<file path="src/rtl/sdram_pkg.sv">
// Shared SDRAM command encodings and timing helpers for sdram_ctrl and sdram_cmd.
// Latency: n/a (types and constant functions only).
// Backpressure: n/a.
package sdram_pkg;

  // {cs_n, ras_n, cas_n, we_n} as driven on the SDRAM pins.
  typedef enum logic [3:0] {
    CMD_LOAD_MODE = 4'b0000,
    CMD_REFRESH   = 4'b0001,
    CMD_PRECHARGE = 4'b0010,
    CMD_ACTIVE    = 4'b0011,
    CMD_WRITE     = 4'b0100,
    CMD_READ      = 4'b0101,
    CMD_NOP       = 4'b0111,
    CMD_DESELECT  = 4'b1111   // only driven while the device is held in reset
  } sdram_cmd_e;

  typedef enum logic {
    TMR_IDLE = 1'b0,
    TMR_BUSY = 1'b1
  } tmr_state_e;

  function automatic int ceil_div(input int num, input int den);
    return (num + den - 1) / den;
  endfunction

  // Nanoseconds to whole clock cycles at clk_mhz, never less than one cycle.
  function automatic int ns_to_cycles(input int t_ns, input int clk_mhz);
    int c;
    c = ceil_div(t_ns * clk_mhz, 1000);
    return (c < 1) ? 1 : c;
  endfunction

  // Unknown codes execute as NOP so the pins never see an undefined command.
  function automatic sdram_cmd_e decode_cmd(input logic [3:0] code);
    case (code)
      4'b0000: return CMD_LOAD_MODE;
      4'b0001: return CMD_REFRESH;
      4'b0010: return CMD_PRECHARGE;
      4'b0011: return CMD_ACTIVE;
      4'b0100: return CMD_WRITE;
      4'b0101: return CMD_READ;
      default: return CMD_NOP;
    endcase
  endfunction

endpackage

</file>
<file path="src/rtl/sdram_cmd_timer.sv">
// Command occupancy timer: loads N-1 on accept, counts down, flags done / done-minus-one.
// Latency: done at T+N, early_done at T+N-1 (N>=2), busy for T+1..T+N-1.
// Backpressure: busy tells the owner to stop loading; load while busy is not expected.
// Ports: clk, rst (async, active-high), load + occ (occupancy N) in; busy, done, early_done out.
module sdram_cmd_timer
  import sdram_pkg::*;
#(
  parameter int CW = 3
) (
  input  logic          clk,
  input  logic          rst,
  input  logic          load,
  input  logic [CW-1:0] occ,
  output logic          busy,
  output logic          done,
  output logic          early_done
);

  tmr_state_e    state_q, state_d;
  logic [CW-1:0] cnt_q, cnt_d;
  logic          done_q, done_d;
  logic          early_q, early_d;

  always_ff @(posedge clk or posedge rst) begin
    if (rst) begin
      state_q <= TMR_IDLE;
      cnt_q   <= '0;
      done_q  <= 1'b0;
      early_q <= 1'b0;
    end else begin
      state_q <= state_d;
      cnt_q   <= cnt_d;
      done_q  <= done_d;
      early_q <= early_d;
    end
  end

  always_comb begin
    state_d = state_q;
    cnt_d   = cnt_q;
    done_d  = 1'b0;
    early_d = 1'b0;
    case (state_q)
      TMR_IDLE: begin
        if (load) begin
          if (occ <= CW'(1)) begin
            // Single-cycle command: no busy window, done straight away.
            done_d = 1'b1;
          end else begin
            state_d = TMR_BUSY;
            cnt_d   = occ - CW'(1);
            early_d = (occ == CW'(2));
          end
        end
      end
      TMR_BUSY: begin
        cnt_d = cnt_q - CW'(1);
        if (cnt_q == CW'(2)) early_d = 1'b1;
        if (cnt_q == CW'(1)) begin
          done_d  = 1'b1;
          state_d = TMR_IDLE;
        end
      end
      default: state_d = TMR_IDLE;
    endcase
  end

  assign busy       = (state_q == TMR_BUSY);
  assign done       = done_q;
  assign early_done = early_q;

endmodule

</file>
<file path="src/rtl/sdram_cmd.sv">
// SDRAM command issuer: registers one accepted command onto the pins and times its occupancy.
// Latency: command on pins at T+1, cmd_done at T+N (N = per-command occupancy in cycles).
// Backpressure: cmd_wip high means cmd_valid is dropped; no queueing.
// Ports: clk, rst; cmd_valid/type/addr/ba/data/dqm in; cmd_done/early_done/wip out;
//        sdram_cke, cs_n/ras_n/cas_n/we_n, addr, ba, dqm, dq_out, dq_oe out.
module sdram_cmd
  import sdram_pkg::*;
#(
  parameter int CLK_FREQ = 100,
  parameter int DW       = 16,
  parameter int RAW      = 12,
  parameter int tRCD     = 20,
  parameter int tRP      = 20,
  parameter int tRFC     = 70,
  parameter int tMRD     = 20
) (
  input  logic            clk,
  input  logic            rst,
  input  logic            cmd_valid,
  input  logic [3:0]      cmd_type,
  input  logic [RAW-1:0]  cmd_addr,
  input  logic [1:0]      cmd_ba,
  input  logic [DW-1:0]   cmd_data,
  input  logic [DW/8-1:0] cmd_dqm,
  output logic            cmd_done,
  output logic            cmd_early_done,
  output logic            cmd_wip,
  output logic            sdram_cke,
  output logic            sdram_cs_n,
  output logic            sdram_ras_n,
  output logic            sdram_cas_n,
  output logic            sdram_we_n,
  output logic [RAW-1:0]  sdram_addr,
  output logic [1:0]      sdram_ba,
  output logic [DW/8-1:0] sdram_dqm,
  output logic [DW-1:0]   sdram_dq_out,
  output logic            sdram_dq_oe
);

  localparam int C_RCD = ns_to_cycles(tRCD, CLK_FREQ);
  localparam int C_RP  = ns_to_cycles(tRP,  CLK_FREQ);
  localparam int C_RFC = ns_to_cycles(tRFC, CLK_FREQ);
  localparam int C_MRD = ns_to_cycles(tMRD, CLK_FREQ);
  localparam int C_MAX01 = (C_RCD > C_RP)  ? C_RCD : C_RP;
  localparam int C_MAX23 = (C_RFC > C_MRD) ? C_RFC : C_MRD;
  localparam int C_MAX   = (C_MAX01 > C_MAX23) ? C_MAX01 : C_MAX23;
  localparam int CW      = $clog2(C_MAX + 1);

  sdram_cmd_e    cmd_dec;
  sdram_cmd_e    pin_cmd;
  logic [CW-1:0] occ;
  logic          busy;
  logic          accept;

  assign cmd_dec = decode_cmd(cmd_type);
  assign accept  = cmd_valid && !busy;

  always_comb begin
    occ = CW'(1);
    case (cmd_dec)
      CMD_ACTIVE:    occ = CW'(C_RCD);
      CMD_PRECHARGE: occ = CW'(C_RP);
      CMD_REFRESH:   occ = CW'(C_RFC);
      CMD_LOAD_MODE: occ = CW'(C_MRD);
      default:       occ = CW'(1);
    endcase
  end

  sdram_cmd_timer #(
    .CW(CW)
  ) u_timer (
    .clk        (clk),
    .rst        (rst),
    .load       (accept),
    .occ        (occ),
    .busy       (busy),
    .done       (cmd_done),
    .early_done (cmd_early_done)
  );

  assign cmd_wip = busy;

  // Pins default to NOP every cycle; addr/ba hold so the bus only toggles on real commands.
  always_ff @(posedge clk or posedge rst) begin
    if (rst) begin
      sdram_cke    <= 1'b0;
      pin_cmd      <= CMD_DESELECT;
      sdram_addr   <= '0;
      sdram_ba     <= '0;
      sdram_dqm    <= '0;
      sdram_dq_out <= '0;
      sdram_dq_oe  <= 1'b0;
    end else begin
      sdram_cke   <= 1'b1;
      pin_cmd     <= CMD_NOP;
      sdram_dqm   <= '0;
      sdram_dq_oe <= 1'b0;
      if (accept) begin
        pin_cmd    <= cmd_dec;
        sdram_addr <= cmd_addr;
        sdram_ba   <= cmd_ba;
        if (cmd_dec == CMD_WRITE) begin
          sdram_dq_out <= cmd_data;
          sdram_dqm    <= cmd_dqm;
          sdram_dq_oe  <= 1'b1;
        end
      end
    end
  end

  assign {sdram_cs_n, sdram_ras_n, sdram_cas_n, sdram_we_n} = pin_cmd;

endmodule
</file>
<file path="config.mk">
export PLATFORM = sky130hd
export DESIGN_NAME = sdram_cmd
export DESIGN_NICKNAME = d
export VERILOG_FILES = /design/src/rtl/sdram_pkg.sv /design/src/rtl/sdram_cmd_timer.sv /design/src/rtl/sdram_cmd.sv
export SDC_FILE = /design/constraint.sdc
export NUM_CORES = 1
export LEC_CHECK = 0
export BUFFER_PORTS_ARGS = -buffer_cell sky130_fd_sc_hd__buf_2
export CELL_PAD_IN_SITES_DETAIL_PLACEMENT = 0
export CELL_PAD_IN_SITES_GLOBAL_PLACEMENT = 1
export CORE_MARGIN = 2
export CORE_UTILIZATION = 38
export DETAILED_ROUTE_END_ITERATION = 10
export GPL_ROUTABILITY_DRIVEN = 0
export PLACE_DENSITY = 0.93
export SETUP_SLACK_MARGIN = 0.5
export SLEW_MARGIN = 5
export SYNTH_ARGS = -nofsm -noshare
export SYNTH_HDL_FRONTEND = slang
export SYNTH_SLANG_ARGS = --single-unit
</file>
<file path="constraint.sdc">
create_clock -name clk -period 3.15 [get_ports clk]
set_input_delay 0 -clock clk [delete_from_list [all_inputs] [get_ports clk]]
set_output_delay 0 -clock clk [all_outputs]
set_load 0.02 [all_outputs]
</file>
# Word-level counts from Yosys, hierarchy flattened
# Cells that the tools add are included.
# totals
ff_bits	44
inputBits	39
output_inout_bits	41
# op_classes
add_sub_neg	2
order_cmp	1
n_eq_ne	14
mux	22
n_bitwise	1
reduce_logical	7
# ops
op	n
3-bit case mux with 6 select lines	1
4-bit by 2-bit == test with 1-bit output, second input constant	4
4-bit by 3-bit == test with 1-bit output, second input constant	3
3-bit case mux with 2 select lines	2
1-bit two-way mux	11
4-bit by 1-bit == test with 1-bit output, second input constant	2
4-bit zero test	2
3-bit by 2-bit == test with 1-bit output, second input constant	2
3-bit two-way mux	2
1-bit case mux with 2 select lines	3
3-bit by 1-bit subtractor with 3-bit output, second input constant	2
2-bit two-way mux	2
4-bit two-way mux	1
2-bit inequality test, second input constant	2
2-bit AND reduction	2
3-bit by 1-bit == test with 1-bit output, second input constant	1
3-bit by 1-bit <= comparator with 1-bit output, second input constant	1
3-bit OR reduction	1
1-bit logical AND	1
1-bit zero test	1
1-bit inverter	1

# Longest topological paths before layout
# Gate-level depths: netlist (run 1).
# depth
depth_word	9
mapped_depth	6
ltp_nobuf	5

# Modules after synthesis
# From an unflattened synthesis (run 1), not the netlist that was laid out.
# hier_totals
hier_cells	129
hier_area_um2	1835.5
# modules_own_cells
mod	instances	cells_per_inst	area_per_inst_um2	seq_area_each_um2
sdram_cmd	1	92	1457.6	955.9
sdram_cmd_timer	1	37	377.9	150.1

# Worst setup path before layout (run 1)
# OpenSTA, ideal clock, no wires.
# synth_path
path_kind	reg-to-reg
startpoint	register u_timer.state_q, in the netlist u_timer.busy
endpoint	register sdram_addr[2]
setup_ns	0.125
arrival_ns	1.410
required_time_ns	3.025
setup_slack_ns	1.615
path_stages_with_launch	6
n_path_buf	3
synth_period_minus_slack_ns	1.535
path_cell_list	dfrtp_1 buf_6 nor2b_4 buf_2 buf_4 mux2_2
# synth_via
elab_chain_len	2
# synth_lines
element	line	rtl
start, declared	sdram_cmd_timer.sv:19	tmr_state_e state_q, state_d;
start signal, assigned	sdram_cmd_timer.sv:31	state_q <= state_d;
1-bit zero test	sdram_cmd.sv:56	assign accept = cmd_valid && !busy;
1-bit logical AND	sdram_cmd.sv:56	
end signal, assigned	sdram_cmd.sv:100	sdram_addr <= cmd_addr;
end, declared	sdram_cmd.sv:33	output logic [RAW-1:0] sdram_addr,
# Every way passes these cells.
# A chain may end at the register's enable or synchronous reset.

# Worst setup path in the final report (run 1)
# layout_path
startpoint	register u_timer.state_q, in the netlist u_timer.busy
endpoint	register sdram_dq_out[0]
# layout_via
elab_chain_len	3
# layout_lines
element	line	rtl
1-bit zero test	sdram_cmd.sv:56	
1-bit logical AND	sdram_cmd.sv:56	
2-bit AND reduction (no source line)	n/a	
end signal, assigned	sdram_cmd.sv:103	sdram_dq_out <= cmd_data;
end, declared	sdram_cmd.sv:36	output logic [DW-1:0] sdram_dq_out,
# Every way passes these cells.

==> impl_metrics.tcl, run 1 <==
set metrics [dict create \
    status "completed" \
    synthSimpleGateAreaFrac_pct 7.46 \
    synth_top_family_by_area "multiplexers" \
    cts_tree "done" \
    maxSlewHeadroom_pct 64.7 \
    setup-tns-final_ns 0 \
    cts_root_buf "clkbuf_8" \
    fin_skew_ns 0.00301 \
    routedWlPerCell_um 13.3 \
    grt_overflow 0 \
    rows 24 \
    irDropWorstVdd_v 0.000387 \
    synth_seq_area_share_pct 62.8 \
    grtUsageTotal_pct 15.9 \
    layout-drive-gt1-share_pct 50.6 \
    portBuffers 79 \
    synth_seq_cells 44 \
    crit_family "simple AND/OR/NAND/NOR gates" \
    final_common_cell "buf_2" \
    syn-num-nets 163 \
    dr_total_vias 1339 \
    critPathLaunchType "flip-flop" \
    area_growth_pct 51.9 \
    min_path_type "input pin to flip-flop" \
    cts_buffers 5 \
    synthXorXnorAreaFrac_pct 0.497 \
    most-common-layout-cells "79 x buf_2, 40 x dlygate4sd3_1, 40 x dfrtp_1" \
    synthAdderAreaFrac_pct 2.13 \
    fin_crit_sh_pct 58.0 \
    crit_fanout 20 \
    worstPathArrival_ns 2.00 \
    grt_pass1_vias 1362 \
    drtIter0Drc 58 \
    holdBufCountCts 40 \
    ant_nets 0 \
    ys_warn_count 0 \
    path_buf_inv 1 \
    clock_latency_ns 0.29 \
    setup_viol 0 \
    switchingPower_mw 0.806 \
    postCtsSetupBuffers 0 \
    finalNetCount 286 \
    hpwl_um 2360 \
    tightest_slew_ns 0.529 \
    slowest_delay_ns 0.51 \
    die_h_um 72.1 \
    worstPathRequired_ns 3.33 \
    power.density_nw_per_um2 810 \
    pwr-share-comb_pct 42.1 \
    clock-sinks 44 \
    rsz0062_at_grt "false" \
    grt_first_pass_wirelength_um 6210 \
    via_per_inst 4.51 \
    syn_area_um2 1760 \
    total_power_mw 2.17 \
    hold_viol 0 \
    synthDistinctLibCells 26 \
    path_class "flip-flop to flip-flop" \
    clock_path_buffers 2 \
    drc 0 \
    max_cap_violations 0 \
    switching_share_pct 37.2 \
    end_kind "flip-flop" \
    synth_compound_area_share_pct 2.13 \
    seqPwrFrac_pct 42.3 \
    period_minus_slack_ns 1.83 \
    antenna_found_initial 0 \
    dr.pass1.iters 4 \
    die_area_um2 5200 \
    crit_start "u_timer.busy" \
    core-area_um2 4410 \
    slowest_stage "dfrtp_1" \
    grt_max_degree 45 \
    synthMuxAreaShare_pct 20.7 \
    synthCells 121 \
    power.share.clock_pct 15.6 \
    rr_startpoint "u_timer.busy" \
    max_freq_ghz 0.548 \
    leakage_nw 1.39 \
    finalMaxSlewViolations 0 \
    cts.htree.levels 2 \
    p_int_mw 1.36 \
    postSynthAreaPerCell_um2 14.6 \
    hp-start "cmd_type[2]" \
    initial_core_util_pct 39.9 \
    cts_repair_resize_count 0 \
    n_antenna_cell 0 \
    ioPinCount 80 \
    fillers 365 \
    drt_wl_total_um 3960 \
    clk_pin_slew_ns 0.08 \
    worstPathCellList "nor2b_4, nand4b_1, buf_4, mux2_4" \
    die_x_um 72.1 \
]
## final timing paths
path,endpoint,slack (ns),cells after the start
setup / recovery,sdram_dq_out[0],1.32,4
hold / removal,u_timer.done,0.02,3
setup reg to reg,sdram_dq_out[0],1.32,4
hold reg to reg,sdram_addr[6],0.51,1
max in group asynchronous,pin_cmd[0],2.39,4
min in group asynchronous,sdram_addr[8],0.38,4
## final cells by class
class                      count  area (µm²)  area share [%]
sequential                    44        1110            41.3
clock buffer                   6        72.6            2.71
tap                           52        65.1            2.43
inverter                       6        22.5           0.842
clock inverter                 2        12.5           0.468
timing repair buffer         121         811            30.3
multi-input combinational     66         587            21.9
## power by group through the flow
stage | Combinational, mW | Sequential (mW) | Clock, mW
6_report | 0.913 | 0.918 | 0.337
3_5_place_dp | 0.875 | 0.922 | 0
5_1_grt | 0.981 | 0.945 | 0.381
4_1_cts | 0.914 | 0.914 | 0.352
2_1_floorplan | 0.361 | 1.16 | 0
3_3_place_gp | 0.857 | 0.917 | 0
## kinds of logic (layout without fill, tap and decap cells)
kind of cell	after synthesis	in the layout
flops	44	44
simple gates	25	25
compound gates	5	5
other cells	2	2
fa+ha+maj	3	3
buf+inv	11	135
xor+xnor	1	1
mux	30	30
## synthesized netlist by cell type, drive strengths merged
cell | n | share of area, %
dfrtp | 40 | 57
mux2 | 30 | 21
nand2 | 9 | 1.9
inv | 6 | 1.3
buf | 5 | 2.6
nor2 | 5 | 1.1
dfstp | 4 | 6.0
ha | 3 | 2.1
nand3 | 3 | 0.85
nor2b | 3 | 1.5
conb | 2 | 0.43
a22oi | 1 | 0.43
and2 | 1 | 0.36
nand2b | 1 | 0.36
nand3b | 1 | 0.43
nand4b | 1 | 0.50
o21a | 1 | 0.43
o21ai | 1 | 0.28
o311a | 1 | 0.57
o31ai | 1 | 0.43
or3b | 1 | 0.50
xor2 | 1 | 0.50
## worst reg2reg max path, delay by kind of cell (launching register included)
family / cells / cell delay, ns
flops: 1 / 0.51
simple gates: 2 / 0.64
mux: 1 / 0.32
buf+inv: 1 / 0.25
## per-stage QoR
stage	area, µm²	utilization [%]	std cells	hold WS (ns)	worst slack (ns)
detailed placement	2190	49.6	249	0.163	1.33
global route	2680	60.6	297	0.0401	1.17
global placement	2190	49.6	249	0.158	1.37
CTS	2680	60.6	297	0.00531	1.31
floorplan	1760	-	121	0.106	1.62
finish	2680	60.6	297	0.0193	1.32
## flip-flops by register name (all words and copies together), names as in the netlist
signal / flops
u_timer.done: 1
u_timer.busy: 1
sdram_cke: 1
pin_cmd: 4
u_timer.early_done: 1
u_timer.cnt_q: 3
sdram_ba: 2
sdram_dq_oe: 1
sdram_dq_out: 16
sdram_dqm: 2
sdram_addr: 12
## routing by layer
metal / GRT usage (%) / vias up / wire [µm] / share of wire (%)
li1: - / 645 / - / -
met1: 17.7 / 637 / 1520 / 38
met2: 28.1 / 47 / 2160 / 55
met3: 4.72 / 10 / 183 / 4.6
met4: 6.92 / 0 / 93 / 2.4
met5: 0 / - / 0 / 0
Power figures use the tool's default switching activity.
==> run 2: changes to the inputs <==
CORE_UTILIZATION = 32   (was 38)
PLACE_DENSITY = 0.84   (was 0.93)
clock period = 1.5 ns   (was 3.15 ns; I/O delays follow)
==> impl_metrics.tcl, run 2 (same netlist as run 1, synthesis figures left out) <==
set metrics [dict create \
    drc 0 \
    drtIter0Drc 33 \
    cts.htree.levels 2 \
    rows 27 \
    period_minus_slack_ns 1.31 \
    cts_buffers 5 \
    cts_tree "done" \
    grtUsageTotal_pct 14.9 \
    leakage_nw 1.48 \
    worstPathRequired_ns 1.68 \
    clock-sinks 44 \
    rrSetupSlack_ns 0.19 \
    most-common-layout-cells "79 x buf_2, 39 x dfrtp_1, 38 x dlygate4sd3_1" \
    final_common_cell "buf_2" \
    ioPinCount 80 \
    cts_root_buf "clkbuf_8" \
    largest_register "sdram_dq_out" \
    worstPathArrival_ns 1.49 \
    initial_core_util_pct 32.6 \
    max_freq_ghz 0.761 \
    path_class "flip-flop to flip-flop" \
    die_h_um 78.2 \
    total_power_mw 5.07 \
    die_area_um2 6110 \
    fin_crit_sh_pct 87.6 \
    dr_total_vias 1404 \
    hpwl_um 2640 \
    routedWlPerCell_um 12.9 \
    largest_registers "sdram_dq_out x16, sdram_addr x12, pin_cmd x4" \
    die_x_um 78.2 \
    max_cap_violations 0 \
    grt_overflow 0 \
    clock_path_buffers 2 \
    core-area_um2 5410 \
    rsz0062_at_grt "true" \
    finalNetCount 297 \
    worst_hold_path.endpoint "pin_cmd[2]" \
    n_antenna_cell 0 \
    dr.pass1.iters 4 \
    via_per_inst 4.28 \
    clock_latency_ns 0.29 \
    grt_first_pass_wirelength_um 7110 \
    rr_startpoint "u_timer.busy" \
    crit_fanout 17 \
    layout-drive-gt1-share_pct 56.6 \
    portBuffers 79 \
    end_kind "flip-flop" \
    finalMaxSlewViolations 0 \
    grt_max_degree 23 \
    rr_worst_depth 4 \
    ant_nets 0 \
    holdPathStages 3 \
    critPathLaunchType "flip-flop" \
    hold_viol 0 \
    clk_pin_slew_ns 0.08 \
    fin_skew_ns 0.00207 \
    status "completed" \
    rr_endpoint "sdram_dq_out[5]" \
    setup_viol 0 \
    hp-start "cmd_type[2]" \
    min_path_type "input pin to flip-flop" \
    antenna_found_initial 0 \
    area_growth_pct 64.5 \
    irDropWorstVdd_v 0.000890 \
    largest_reg_flops 16 \
    drt_wl_total_um 4240 \
    grt_pass1_vias 1607 \
    power.density_nw_per_um2 1750 \
    setup-tns-final_ns 0 \
]
## run 2: changes by cell type in the layout (fill, tap and decap cells not counted), moves of 2 or more
cell | before | now
buf_4 | 2 | 9
buf_12 | 0 | 3
dlygate4sd3_1 | 40 | 38
inv_1 | 5 | 3
buf_6 | 0 | 2
nand3_1 | 3 | 1
nand3_2 | 0 | 2
inv_2 | 0 | 2
## run 2: per-stage QoR
step | utilization, % | cells | cell area, µm² | hold WS, ns | setup slack (ns)
after global routing | 53.6 | 328 | 2900 | 0.0478 | 0.159
after CTS | 53.1 | 326 | 2870 | 0.00277 | 0.176
final | 53.6 | 328 | 2900 | 0.0141 | 0.186
after detailed placement | 42.2 | 272 | 2280 | -0.0300 | 0.188
after floorplan | - | 121 | 1790 | 0.00272 | 0.0144
after global placement | 42.2 | 272 | 2280 | -0.0297 | 0.230
## run 2: timing repair
action / CTS / global route
endpoints found under the setup margin: 40 / 40
resized for setup: 8 / 3
setup buffers: 6 / 2
gates cloned: 2 / 0
hold endpoints to repair: 77 / 0
pin swaps: 2 / 2
hold buffers: 38 / 0
## run 2: worst max-delay path: stages (launching register included)
cell      delay [ns]
dfrtp_2         0.42
nor2b_4         0.11
nand4b_1        0.16
buf_12          0.20
mux2_4          0.30
## run 2: layout make-up
| class | instances | area (µm²) |
|---|---|---|
| Tap cell | 72 | 90.1 |
| Inverter | 6 | 26.3 |
| Sequential cell | 44 | 1110 |
| Timing Repair Buffer | 132 | 953 |
| Clock buffer | 7 | 76.3 |
| Fill cell | 475 | 2510 |
| Clock inverter | 1 | 30.0 |
| Multi-Input combinational cell | 66 | 614 |
## run 2: power by group
group	switching [mW]	total, mW	internal [mW]
registers	0.248	1.91	1.66
clock network	0.376	0.874	0.498
logic	1.16	2.29	1.13
total	1.78	5.07	3.29
## run 2: metal layers
metal | wire, µm | GRT usage (%) | vias to the layer above
met5 | 0 | 0 | -
met4 | 59 | 4.91 | 0
met3 | 285 | 4.60 | 9
met2 | 2090 | 26.1 | 58
met1 | 1810 | 17.3 | 668
li1 | - | - | 669
## run 2: worst max-delay path by stage
stage,start,slack (ns),depth (start not counted),to
2_1_floorplan,u_timer.busy,0.01,6,sdram_dq_out[0]
3_3_place_gp,u_timer.busy,0.23,4,sdram_dq_out[5]
3_5_place_dp,u_timer.busy,0.19,4,sdram_dq_out[5]
6_report,u_timer.busy,0.19,4,sdram_dq_out[5]
4_1_cts,u_timer.busy,0.18,4,sdram_dq_out[5]
5_1_grt,u_timer.busy,0.16,4,sdram_dq_out[5]
==> run 3: changes to the inputs <==
CORE_MARGIN = default   (was 2)
==> impl_metrics.tcl, run 3 (same netlist as run 1, synthesis figures left out) <==
set metrics [dict create \
    status "finished, violations left" \
    violations "negative hold slack" \
    max_freq_ghz 0.747 \
    setup_viol 0 \
    area.sequential_um2 1110 \
    largest_register "sdram_dq_out" \
    irDropWorstVdd_v 0.000818 \
    cts_root_buf "clkbuf_8" \
    layout-drive-gt1-share_pct 57.9 \
    initial_core_util_pct 33.8 \
    clock_latency_ns 0.29 \
    grt_max_degree 29 \
    drt_wl_total_um 4280 \
    slowest_stage "dfrtp_2" \
    clk_pin_slew_ns 0.08 \
    grt_overflow 0 \
    whs_ns -0.226 \
    ant_nets 0 \
    clock-sinks 44 \
    n_antenna_cell 0 \
    ioPinCount 80 \
    leakage_nw 1.46 \
    hold_viol 23 \
    grt_pass1_vias 1477 \
    dr.pass1.iters 4 \
    cts.htree.levels 2 \
    largest_registers "sdram_dq_out x16, sdram_addr x12, pin_cmd x4" \
    rows 26 \
    tightest_slew_ns 0.629 \
    die_h_um 76.2 \
    power.density_nw_per_um2 1740 \
    worstPathArrival_ns 1.52 \
    cts_tree "done" \
    via_per_inst 4.40 \
    clock_path_buffers 2 \
    maxSlewHeadroom_pct 58.0 \
    path_class "flip-flop to flip-flop" \
    area_growth_pct 63.7 \
    worstPathCellList "nor2b_4, nand4b_1, buf_12, mux2_4" \
    fin_crit_sh_pct 89.2 \
    period_minus_slack_ns 1.34 \
    setup-tns-final_ns 0 \
    cts_buffers 5 \
    die_area_um2 5810 \
    worstPathRequired_ns 1.68 \
    grt_first_pass_wirelength_um 6820 \
    largest_reg_flops 16 \
    end_kind "flip-flop" \
    routedWlPerCell_um 13.2 \
    multiInputGateArea_um2 627 \
    rsz0062_at_grt "true" \
    die_x_um 76.2 \
    slowest_delay_ns 0.42 \
    min_path_type "input pin to async pin" \
    core-area_um2 5200 \
    drtIter0Drc 39 \
    fillers 454 \
    holdBufCountCts 36 \
    crit_fanout 19 \
    finalNetCount 295 \
    hpwl_um 2540 \
    grtUsageTotal_pct 15.1 \
    critPathLaunchType "flip-flop" \
    final_common_cell "buf_2" \
    finalMaxSlewViolations 0 \
    portBuffers 79 \
    antenna_found_initial 0 \
    dr_total_vias 1427 \
    fin_skew_ns 0.00549 \
    max_cap_violations 0 \
    drc 0 \
    most-common-layout-cells "78 x buf_2, 39 x dfrtp_1, 36 x dlygate4sd3_1" \
]
==> run 3: cell types whose count changed in the layout (fill, tap and decap cells not counted), sizes merged <==
| cell | previous run | this run |
|---|---|---|
| clkinvlp | 1 | 2 |
| bufinv | 1 | 0 |
| dlygate4sd3 | 38 | 36 |
| buf | 94 | 92 |
| clkbuf | 7 | 9 |
==> run 3: critical path, delay by kind of cell, from the launching register on <==
kind | cells | cell delay (ns)
buf+inv | 1 | 0.21
flops | 1 | 0.42
mux | 1 | 0.30
simple gates | 2 | 0.28
==> run 3: through the flow <==
stage / setup slack, ns / area [µm²] / power [mW] / utilization [%] / std cells
4_1_cts: 0.198 / 2750 / 4.79 / 52.8 / 317
2_1_floorplan: 0.0144 / 1790 / 3.23 / - / 121
3_5_place_dp: 0.205 / 2260 / 3.84 / 43.4 / 269
5_1_grt: 0.116 / 2880 / 5.33 / 55.4 / 324
6_report: 0.162 / 2880 / 5.02 / 55.4 / 324
3_3_place_gp: 0.233 / 2260 / 3.79 / 43.4 / 269
==> run 3: path summary, 6_finish.rpt <==
| kind | endpoint | slack (ns) | depth (start not counted) | startpoint |
|---|---|---|---|---|
| worst max-delay path | sdram_dq_out[4] | 0.16 | 4 | u_timer.busy |
| worst min register to register | sdram_ba[0] | 0.51 | 1 | sdram_ba[0] |
| worst max register to register | sdram_dq_out[4] | 0.16 | 4 | u_timer.busy |
| worst min-delay path | sdram_ba[0] | -0.23 | 2 | rst |
| max in group asynchronous | sdram_dq_out[4] | 1.10 | 3 | rst |
| min in group clk | u_timer.done | 0.02 | 3 | cmd_type[3] |
==> run 3: what timing repair did <==
action / 4_1_cts / 5_1_grt
hold endpoints to repair: 57 / 23
resized for setup: 3 / 12
pin swaps: 0 / 3
buffers inserted: 3 / 5
gates cloned: 1 / 2
endpoints found under the setup margin: 42 / 44
==> run 3: power breakdown <==
group | internal, mW | switching, mW | leakage (nW)
registers | 1.66 | 0.245 | 0.536
clock network | 0.374 | 0.395 | 0.0445
logic | 1.18 | 1.17 | 0.883
==> run 3: layout make-up <==
cell class / instances / share of cell area, %
clock inverter: 1 / 0.260
inverter: 6 / 0.911
multi-input combinational: 66 / 21.7
timing repair buffer: 130 / 32.7
tap: 70 / 3.04
sequential: 44 / 38.4
clock buffer: 7 / 2.99
==> run 3: layer usage <==
layer | global-route usage, % | share of wire (%)
met2 | 25.5 | 50
met4 | 5.77 | 1.9
met3 | 5.03 | 5.3
met1 | 17.7 | 43
met5 | 0 | 0
